**src/rtl/resp_scoreboard_pkg.sv**
```systemverilog
// Shared constants, error-bit indices and pending-entry record for resp_scoreboard.
// Defining RESP_SCOREBOARD_TIMEOUT_EN adds the watchdog error bit and widens err_code to 4 bits.
package cdc_chk_pkg;

    localparam int OP_BIT   = 16;
    localparam int ADDR_MSB = 15;
    localparam int ADDR_LSB = 8;
    localparam int DATA_MSB = 7;

    localparam int ERR_MISMATCH   = 0;
    localparam int ERR_OVERFLOW   = 1;
    localparam int ERR_UNEXPECTED = 2;
`ifdef RESP_SCOREBOARD_TIMEOUT_EN
    localparam int ERR_TIMEOUT    = 3;
    localparam int ERR_W          = 4;
`else
    localparam int ERR_W          = 3;
`endif

    typedef struct packed {
        logic       exp_valid;
        logic [7:0] exp_data;
        logic [7:0] addr;
    } pend_entry_t;

    function automatic logic [7:0] cmd_addr(input logic [16:0] word);
        return word[ADDR_MSB:ADDR_LSB];
    endfunction

    function automatic logic [7:0] cmd_data(input logic [16:0] word);
        return word[DATA_MSB:0];
    endfunction

endpackage

```
**src/rtl/resp_scoreboard_if.sv**
```systemverilog
// Snoop bundle for the command-FIFO write side and response-FIFO read side.
// master drives the FIFO handshakes; slave is the passive scoreboard view.
interface resp_scoreboard_if;

    logic        cmd_wr_en;
    logic [16:0] cmd_wr_data;
    logic        cmd_full;
    logic        resp_rd_en;
    logic [7:0]  resp_rd_data;
    logic        resp_empty;

    modport master (
        output cmd_wr_en, cmd_wr_data, cmd_full,
        output resp_rd_en, resp_rd_data, resp_empty
    );

    modport slave (
        input cmd_wr_en, cmd_wr_data, cmd_full,
        input resp_rd_en, resp_rd_data, resp_empty
    );

endinterface

```
**src/rtl/resp_scoreboard_fifo.sv**
```systemverilog
// chk_sync_fifo: single-clock show-ahead FIFO holding outstanding read expectations.
// Pointers carry one extra wrap bit so full and empty are distinguishable.
module chk_sync_fifo #(
    parameter int AW = 4,
    parameter int DW = 17
) (
    input  logic          clk,
    input  logic          rst_n,
    input  logic          push,
    input  logic [DW-1:0] wdata,
    input  logic          pop,
    output logic [DW-1:0] rdata,
    output logic          full,
    output logic          empty,
    output logic [AW:0]   count
);

    logic [DW-1:0] mem [0:(1<<AW)-1];
    logic [AW:0]   wr_ptr;
    logic [AW:0]   rd_ptr;
    logic          do_push;
    logic          do_pop;

    assign empty   = (wr_ptr == rd_ptr);
    assign full    = (wr_ptr[AW] != rd_ptr[AW]) && (wr_ptr[AW-1:0] == rd_ptr[AW-1:0]);
    assign count   = wr_ptr - rd_ptr;
    assign rdata   = mem[rd_ptr[AW-1:0]];
    // A pop frees the slot a push on a full queue needs in the same cycle.
    assign do_pop  = pop && !empty;
    assign do_push = push && (!full || do_pop);

    always_ff @(posedge clk) begin
        if (!rst_n) begin
            wr_ptr <= '0;
            rd_ptr <= '0;
        end else begin
            if (do_push) wr_ptr <= wr_ptr + 1'b1;
            if (do_pop)  rd_ptr <= rd_ptr + 1'b1;
        end
    end

    always_ff @(posedge clk) begin
        if (do_push) mem[wr_ptr[AW-1:0]] <= wdata;
    end

endmodule

```
**src/rtl/resp_scoreboard.sv**
```systemverilog
// resp_scoreboard: shadows snooped writes and checks each read response against the value seen at read issue.
// RESP_SCOREBOARD_TIMEOUT_EN adds a watchdog that flags reads left unanswered for TIMEOUT_CYCLES.
module resp_scoreboard
    import cdc_chk_pkg::*;
#(
    parameter int PEND_AW        = 4,
    parameter int CNT_W          = 16,
    parameter int TIMEOUT_CYCLES = 1024
) (
    input  logic               clk,
    input  logic               rst_n,
    resp_scoreboard_if.slave   bus,
    output logic [CNT_W-1:0]   check_cnt,
    output logic [CNT_W-1:0]   mismatch_cnt,
    output logic [CNT_W-1:0]   unchecked_cnt,
    output logic [PEND_AW:0]   pending_cnt,
    output logic               err_sticky,
    output logic [7:0]         first_err_addr,
    output logic [7:0]         first_err_exp,
    output logic [7:0]         first_err_got,
    output logic [ERR_W-1:0]   err_code
);

    logic        cmd_acc;
    logic        wr_acc;
    logic        rd_acc;
    logic        resp_acc;
    logic [7:0]  op_addr;
    logic [7:0]  op_data;

    logic [7:0]   shadow [0:255];
    logic [255:0] valid_bits;

    pend_entry_t push_entry;
    pend_entry_t head_entry;
    logic        fifo_full;
    logic        fifo_empty;
    logic        pop_ok;
    logic        overflow;
    logic        unexpected;

    logic        cmp_vld;
    pend_entry_t cmp_entry;
    logic [7:0]  cmp_got;

    function automatic logic [CNT_W-1:0] sat_inc(input logic [CNT_W-1:0] v);
        return (&v) ? v : v + CNT_W'(1);
    endfunction

    assign cmd_acc  = bus.cmd_wr_en && !bus.cmd_full;
    assign wr_acc   = cmd_acc && bus.cmd_wr_data[OP_BIT];
    assign rd_acc   = cmd_acc && !bus.cmd_wr_data[OP_BIT];
    assign resp_acc = bus.resp_rd_en && !bus.resp_empty;
    assign op_addr  = cmd_addr(bus.cmd_wr_data);
    assign op_data  = cmd_data(bus.cmd_wr_data);

    // Snapshot is taken from pre-edge shadow contents, so a later write cannot alter it.
    assign push_entry = '{exp_valid: valid_bits[op_addr], exp_data: shadow[op_addr], addr: op_addr};

    assign pop_ok     = resp_acc && !fifo_empty;
    assign unexpected = resp_acc && fifo_empty;
    assign overflow   = rd_acc && fifo_full && !pop_ok;

    chk_sync_fifo #(
        .AW (PEND_AW),
        .DW ($bits(pend_entry_t))
    ) u_pend_fifo (
        .clk   (clk),
        .rst_n (rst_n),
        .push  (rd_acc),
        .wdata (push_entry),
        .pop   (resp_acc),
        .rdata (head_entry),
        .full  (fifo_full),
        .empty (fifo_empty),
        .count (pending_cnt)
    );

    always_ff @(posedge clk) begin
        if (!rst_n) begin
            valid_bits <= '0;
        end else if (wr_acc) begin
            valid_bits[op_addr] <= 1'b1;
        end
    end

    always_ff @(posedge clk) begin
        if (wr_acc) shadow[op_addr] <= op_data;
    end

    always_ff @(posedge clk) begin
        cmp_entry <= head_entry;
        cmp_got   <= bus.resp_rd_data;
    end

`ifdef RESP_SCOREBOARD_TIMEOUT_EN
    localparam int WD_W = $clog2(TIMEOUT_CYCLES + 1);
    logic [WD_W-1:0] wd_cnt;
    logic            wd_hit;

    assign wd_hit = (wd_cnt == WD_W'(TIMEOUT_CYCLES));

    always_ff @(posedge clk) begin
        if (!rst_n) begin
            wd_cnt <= '0;
        end else if (resp_acc || pending_cnt == '0) begin
            wd_cnt <= '0;
        end else if (!wd_hit) begin
            wd_cnt <= wd_cnt + 1'b1;
        end
    end
`endif

    // Comparison runs one cycle after the pop, from the registered head entry and response.
    always_ff @(posedge clk) begin
        if (!rst_n) begin
            cmp_vld        <= 1'b0;
            check_cnt      <= '0;
            mismatch_cnt   <= '0;
            unchecked_cnt  <= '0;
            err_code       <= '0;
            err_sticky     <= 1'b0;
            first_err_addr <= '0;
            first_err_exp  <= '0;
            first_err_got  <= '0;
        end else begin
            cmp_vld <= pop_ok;
            if (cmp_vld) begin
                if (cmp_entry.exp_valid) begin
                    check_cnt <= sat_inc(check_cnt);
                    if (cmp_entry.exp_data != cmp_got) begin
                        mismatch_cnt           <= sat_inc(mismatch_cnt);
                        err_code[ERR_MISMATCH] <= 1'b1;
                        if (!err_code[ERR_MISMATCH]) begin
                            first_err_addr <= cmp_entry.addr;
                            first_err_exp  <= cmp_entry.exp_data;
                            first_err_got  <= cmp_got;
                        end
                    end
                end else begin
                    unchecked_cnt <= sat_inc(unchecked_cnt);
                end
            end
            if (overflow)   err_code[ERR_OVERFLOW]   <= 1'b1;
            if (unexpected) err_code[ERR_UNEXPECTED] <= 1'b1;
`ifdef RESP_SCOREBOARD_TIMEOUT_EN
            if (wd_hit)     err_code[ERR_TIMEOUT]    <= 1'b1;
`endif
            err_sticky <= |err_code;
        end
    end

endmodule

```
**src/flat_wrapper.sv**
```systemverilog
// flat-port wrapper written by rule: the top's interface ports become plain ports
module resp_scoreboard_flat import cdc_chk_pkg::*;
#(
    parameter int PEND_AW        = 4,
    parameter int CNT_W          = 16,
    parameter int TIMEOUT_CYCLES = 1024
)
  (clk, rst_n, check_cnt, mismatch_cnt, unchecked_cnt, pending_cnt, err_sticky, first_err_addr, first_err_exp, first_err_got, err_code, bus_cmd_wr_en, bus_cmd_wr_data, bus_cmd_full, bus_resp_rd_en, bus_resp_rd_data, bus_resp_empty);
  resp_scoreboard_if bus_i ();
  input  logic clk;
  input  logic rst_n;
  output logic [CNT_W-1:0] check_cnt;
  output logic [CNT_W-1:0] mismatch_cnt;
  output logic [CNT_W-1:0] unchecked_cnt;
  output logic [PEND_AW:0] pending_cnt;
  output logic err_sticky;
  output logic [7:0] first_err_addr;
  output logic [7:0] first_err_exp;
  output logic [7:0] first_err_got;
  output logic [ERR_W-1:0] err_code;
  input wire logic [$bits(bus_i.cmd_wr_en)-1:0] bus_cmd_wr_en;
  input wire logic [$bits(bus_i.cmd_wr_data)-1:0] bus_cmd_wr_data;
  input wire logic [$bits(bus_i.cmd_full)-1:0] bus_cmd_full;
  input wire logic [$bits(bus_i.resp_rd_en)-1:0] bus_resp_rd_en;
  input wire logic [$bits(bus_i.resp_rd_data)-1:0] bus_resp_rd_data;
  input wire logic [$bits(bus_i.resp_empty)-1:0] bus_resp_empty;
  assign bus_i.cmd_wr_en = bus_cmd_wr_en;
  assign bus_i.cmd_wr_data = bus_cmd_wr_data;
  assign bus_i.cmd_full = bus_cmd_full;
  assign bus_i.resp_rd_en = bus_resp_rd_en;
  assign bus_i.resp_rd_data = bus_resp_rd_data;
  assign bus_i.resp_empty = bus_resp_empty;
  resp_scoreboard #(.PEND_AW(PEND_AW), .CNT_W(CNT_W), .TIMEOUT_CYCLES(TIMEOUT_CYCLES)) u_core (.clk(clk), .rst_n(rst_n), .bus(bus_i), .check_cnt(check_cnt), .mismatch_cnt(mismatch_cnt), .unchecked_cnt(unchecked_cnt), .pending_cnt(pending_cnt), .err_sticky(err_sticky), .first_err_addr(first_err_addr), .first_err_exp(first_err_exp), .first_err_got(first_err_got), .err_code(err_code));
endmodule
```
**config.mk**
```make
export PLATFORM = sky130hd
export DESIGN_NAME = resp_scoreboard_flat
export DESIGN_NICKNAME = d
export VERILOG_FILES = /design/src/rtl/resp_scoreboard_pkg.sv /design/src/rtl/resp_scoreboard_if.sv /design/src/rtl/resp_scoreboard_fifo.sv /design/src/rtl/resp_scoreboard.sv /design/src/flat_wrapper.sv
export SDC_FILE = /design/constraint.sdc
export NUM_CORES = 2
export LEC_CHECK = 0
export BUFFER_PORTS_ARGS = -buffer_cell sky130_fd_sc_hd__buf_2
export CORE_MARGIN = 4
export CORE_UTILIZATION = 45
export DETAILED_ROUTE_END_ITERATION = 7
export GPL_TIMING_DRIVEN = 0
export PLACE_DENSITY = 0.67
export SLEW_MARGIN = 25
export SYNTH_ARGS = -nofsm -noshare
export SYNTH_HDL_FRONTEND = slang
export SYNTH_SLANG_ARGS = --single-unit
```
**constraint.sdc**
```tcl
create_clock -name clk -period 7.75 [get_ports clk]
set_input_delay 1.55 -clock clk [delete_from_list [all_inputs] [get_ports clk]]
set_output_delay 1.55 -clock clk [all_outputs]
set_load 0.02 [all_outputs]
```
---- Yosys cells after proc, flatten, opt, wreduce, memory -nomap -nowiden ----
Memory sizes are Yosys's and may differ from the RTL's. A register that Yosys moved wholly into a read port is not among the register bits.
Index checks and enable logic that the tools add are counted.
storage, ports and cells
  logic and storage cells ................. 70
  bits in registers ....................... 351
  output and inout port bits .............. 81
  memories ................................ 2
  memory bits (writable) .................. 2,320
memories
  memory                  words  bits a word  rd ports  clocked after Yosys merged registers in  write ports  line                        text
  u_core.shadow           256    8            1         0                                        1            resp_scoreboard.sv:31       logic [7:0] shadow [0:255];
  u_core.u_pend_fifo.mem  16     17           1         1                                        1            resp_scoreboard_fifo.sv:18  logic [DW-1:0] mem [0:(1<<AW)-1];
cells by class
  reductions and logical operators ........ 27
  bitwise gates (word level) .............. 6
  equal/unequal tests ..................... 4
  magnitude comparators ................... 2
  add/subtract/negate cells ............... 6
  multiplexer cells ....................... 8
operators with widths
  kind                     count
  $or A256 B256 Y256       1
  $add A16 B1 Y16 const B  3
  $reduce_and A16 Y1       3
  $logic_and A1 B1 Y1      11
  $add A5 B1 Y5 const B    2
  $lt A8 B9 Y1 const B     1
  $reduce_and A3 Y1        3
  $bmux W1 S8              1
  $demux W1 S8             1
  $ge A8 B1 Y1 const B     1
  $ne A8 B8 Y1             1
  $reduce_and A4 Y1        2
  $logic_not A1 Y1         6
  $mux W1                  6
  $eq A5 B5 Y1             1
  $not A1 Y1               5
  $sub A5 B5 Y5            1
  $eq A4 B4 Y1             1
  $reduce_or A3 Y1         1
  $logic_or A1 B1 Y1       1
  $ne A1 B1 Y1             1

---- Logic depth before layout (Yosys ltp) ----
  depth in word-level cells ............... 7
  gate-level depth with buffers ........... 11

---- Hierarchy ----
A second synthesis with hierarchy kept.
unflattened totals
  cells, all modules ...................... 5,164
  area total of the unflattened synthesis .. 102,284.3 µm²
by module, submodules not included
  module           area an instance (µm²)  instances  cells an instance
  resp_scoreboard  91,203.7                1          4,646
  chk_sync_fifo    11,080.6                1          518

---- Worst setup path after synthesis ----
OpenSTA, ideal clock, no wires.
  kind .................................... input -> register
  start ................................... input port bus_cmd_full
  end ..................................... memory u_core.u_pend_fifo.mem[3][0], enable pin
  library setup time ...................... 0.412 ns
  buffers on the path ..................... 0
  required time ........................... 7.338 ns
  data arrival time ....................... 3.747 ns
  cell stages on the path ................. 4
  slack ................................... 3.591 ns
  cell sequence ........................... or3b_2 > a31oi_2 > nand2_1 > nor3_1
between the ends
  longest elaborated chain between the ends .. 6
RTL lines
  element                        line                        text
  start, declared                flat_wrapper.sv:23          input wire logic [$bits(bus_i.cmd_full)-1:0] bus_cmd_full;
  $logic_not A1 Y1               resp_scoreboard.sv:50       assign cmd_acc = bus.cmd_wr_en && !bus.cmd_full;
  $logic_and A1 B1 Y1            resp_scoreboard.sv:50
  $logic_and A1 B1 Y1            resp_scoreboard.sv:52       assign rd_acc = cmd_acc && !bus.cmd_wr_data[OP_BIT];
  $logic_and A1 B1 Y1            resp_scoreboard_fifo.sv:30  assign do_push = push && (!full || do_pop);
  $mux W1                        resp_scoreboard_fifo.sv:43  if (do_push) mem[wr_ptr[AW-1:0]] <= wdata;
  $mux W1 (implied by the code)  resp_scoreboard_fifo.sv:43
  end, declared                  resp_scoreboard_fifo.sv:18
Every way passes these cells.

---- Worst setup path in the final report ----
  start ................................... input port bus_cmd_wr_data[11]
  end ..................................... memory u_core.shadow[172][0], enable pin
RTL lines
  element          line                   text
  start, declared  flat_wrapper.sv:22     input wire logic [$bits(bus_i.cmd_wr_data)-1:0] bus_cmd_wr_data;
  end, declared    resp_scoreboard.sv:31
No word-level cell before the write port.

==> results.py <==
metrics = {
    "placement": {
        "io_buffers": 110,
        "dpl_cell_area_um2": 107000,
        "hpwl_um": 179000,
        "pre_cts_ws_ps": 1200,
        "globalplace.congestion": 0.888,
        "place_inst": 8213,
    },
    "detailed_routing": {
        "via_per_inst": 6.17,
        "ant_nets": 0,
        "wl_per_cell_um": 31.4,
        "drc_errors": 0,
        "drt-total-wl_um": 274000,
        "firstDrtPassIters": 7,
        "drt_iter0_drc": 7305,
        "dr_total_vias": 53800,
    },
    "power": {
        "p_per_area_nw_per_um2": 259,
        "p_comb_share_pct": 4.6,
        "p_leak_uw": 0.0363,
        "p_seq_share_pct": 52.4,
        "p_total_uw": 30100,
        "p_sw_share_pct": 21.3,
        "vdd_drop_max_v": 0.000198,
        "clock_power_share_pct": 43.1,
        "p_int_uw": 23700,
        "power.switching_uw": 6400,
    },
    "global_routing": {
        "grt_max_degree": 114,
        "grt_pass1_wl_um": 390000,
        "gr-total-overflow": 0,
        "antenna_found_initial": 7,
        "grt_pass1_vias": 53200,
        "grt_use_total_pct": 23.1,
    },
    "timing": {
        "max_freq_ghz": 0.171,
        "finalSetupViolCount": 0,
        "setup_tns_ps": 0,
        "finalCriticalPeriod_ps": 5860,
        "slew_viol_final": 0,
        "timing.final.crit_share_pct": 75.6,
        "finClkSkew_ps": 63.8,
        "setup_slack_ps": 1890,
        "hold_violations": 0,
        "tightestPinTransition_ps": 1170,
        "maxSlewHeadroom_pct": 21.8,
        "rsz0062_at_grt": "no",
    },
    "floorplan": {
        "die_width_um": 484,
        "io_pins": 112,
        "start_util_pct": 45.3,
        "dieArea_um2": 235000,
        "fp.dieH_um": 484,
        "rows": 174,
        "core_area_um2": 225000,
    },
    "cts": {
        "post-cts-setup-buffer-count": 0,
        "numClockSinks": 2688,
        "clockBufferDepth": 4,
        "ctsHoldBuffers": 0,
        "ctsHtreeMaxLevel": 5,
        "clk_pin_slew_ps": 60,
        "cts-root-buf": "clkbuf_16",
        "clkLatencyLatePin_ps": 930,
        "tritoncts": "yes",
        "cts_resized": 0,
        "cts_buffers": 286,
    },
    "min_path": {
        "holdCritStartpoint": "u_core.valid_bits[191]",
        "hold_end": "u_core.valid_bits[191]",
        "holdPathStages": 1,
        "hold_path.class": "reg -> reg",
    },
    "cells_and_area": {
        "layout-drive-gt1-share_pct": 23.8,
        "design_area_um2": 116000,
        "area_delta_synth_final_pct": 13.7,
        "final_cells": 8720,
        "fill_cells": 17500,
        "final_nets": 5553,
    },
    "job": {
        "max-cap-violations": 0,
    },
    "critical_path": {
        "required_ps": 8250,
        "r2r-start": "u_core.u_pend_fifo.rd_ptr[1]",
        "r2r_slack_ps": 3610,
        "worstSetupPathType": "in -> reg",
        "arrival_ps": 6350,
        "reg2reg_to": "u_core.u_pend_fifo.mem[3][13]",
        "worst_r2r_path_depth": 10,
        "cp_max_fo": 20,
        "worstSetupStartpointType": "input pin",
        "critPathCaptureType": "register",
    },
    "synthesis": {
        "synthCells": 5065,
        "synth.distinct_cells": 52,
        "synth_top_area_share_pct": 68.2,
        "yosys_most_used_dff": "edfxtp_1",
        "netlist_area_um2": 102000,
        "ys_async_sr_fraction_pct": 0,
        "syn-mean-instance-area_um2": 20.2,
        "yosys_warnings": 0,
        "synth_nets": 5109,
        "ys_ff_latch": 2688,
        "ys_seq_area_share_pct": 75.4,
        "synth-edff-count": 2320,
        "netlist_top_cells_area": "edfxtp_1 68%, mux4_2 15%, dfxtp_1 7.2%, a22oi_1 2.1%, o21a_1 1.9%",
        "synth.largest_area_cell": "edfxtp_1",
    },
    "status": {
        "status": "complete, no violations",
    },
}
kinds of logic (layout without fill, tap and decap cells):
family,count (synthesis),after routing,share of synthesized area (%)
flops,2688,2688,75.4
compound gates,750,750,5.19
mux,688,688,14.8
simple gates,547,547,2.38
buf+inv,326,983,1.57
xor+xnor,53,53,0.454
fa+ha+maj,13,13,0.167
other cells,0,6,0
synth_stat cells (24+ instances only):
library cell and n:
clkbuf_1 162, mux4_2 661, nor4_1 30, a22oi_1 288
nand3_1 24, edfxtp_1 2320, buf_6 27, a21oi_1 160
mux2i_1 27, o21a_1 257, buf_2 64, nand2_1 51
nor2_1 349, dfxtp_1 368, buf_1 40, xor2_1 32
metrics by stage:
step / hold WS (ps) / util, %
2_1_floorplan: 435 / -
5_1_grt: 472 / 51.5
6_report: 462 / 51.6
3_5_place_dp: 448 / 47.6
3_3_place_gp: 440 / 47.2
4_1_cts: 462 / 51.5
metal layers:
layer	share of wire, %	up-vias	GRT usage, %	wire length, um
met2	46	3098	35.1	126000
met5	0.0055	-	0	15
met3	11	586	6.13	29800
li1	-	21800	-	-
met1	38	28300	31.7	105000
met4	4.5	2	9.71	12300
worst max path at each step:
stage | start | to | slack [ps] | depth (start not counted)
floorplan | bus_cmd_full | u_core.u_pend_fifo.mem[3][0] | 3590 | 4
global placement | bus_cmd_wr_data[11] | u_core.shadow[219][1] | 780 | 7
detailed placement | bus_cmd_wr_data[9] | u_core.shadow[138][7] | 1200 | 8
CTS | bus_cmd_wr_data[9] | u_core.shadow[138][1] | 2170 | 8
global route | bus_cmd_wr_data[11] | u_core.shadow[172][3] | 1980 | 8
finish | bus_cmd_wr_data[11] | u_core.shadow[172][0] | 1890 | 8
cell usage in the layout (no fill, tap or decap), drive strengths merged, types with 14 or more instances in the layout:
cell type  synthesis  final
a21oi            160    160
xnor2             21     21
buf              150    303
clkinv             0     91
inv               14     21
clkbuf           162    552
edfxtp          2320   2320
nor2             349    349
mux4             661    661
nand3             24     24
a22oi            288    288
nand2             55     55
o21a             257    257
dfxtp            368    368
nor4              30     30
nor3              17     17
mux2i             27     27
xor2              32     32
nand4             14     14
power groups by stage:
stage / registers [uW] / logic [uW] / clock network (uW)
finish: 15700 / 1370 / 13000
global route: 15700 / 1430 / 13700
CTS: 15700 / 1360 / 13100
detailed placement: 16100 / 1360 / 0
global placement: 16100 / 1290 / 0
floorplan: 16100 / 678 / 0
state kept, by name, summed over array words and instances (netlist names), 16 cells and up:
| name | flops |
|---|---|
| u_core.valid_bits | 256 |
| u_core.shadow | 2048 |
| u_core.u_pend_fifo.mem | 272 |
| u_core.unchecked_cnt | 16 |
| u_core.check_cnt | 16 |
| u_core.cmp_entry | 17 |
| u_core.mismatch_cnt | 16 |
worst max-delay path: stages:
cell      delay [ps]
buf_2            350
and2_1           190
clkbuf_1         150
buf_2            510
buf_1            900
nand2_1         1040
buf_2            740
nor2_1           830
area by class of cell:
type / instances / area [um2] / area share (%)
Sequential cell: 2688 / 77000 / 66.3
Multi-Input combinational cell: 2051 / 23600 / 20.4
Clock buffer: 387 / 7900 / 6.80
Tap cell: 2992 / 3740 / 3.22
Buffer: 312 / 1570 / 1.35
Timing Repair Buffer: 156 / 1330 / 1.14
Clock inverter: 114 / 870 / 0.749
Inverter: 14 / 52.6 / 0.0452
Antenna cell: 6 / 15.0 / 0.0129
No activity file was read; power rests on OpenSTA's default activity.
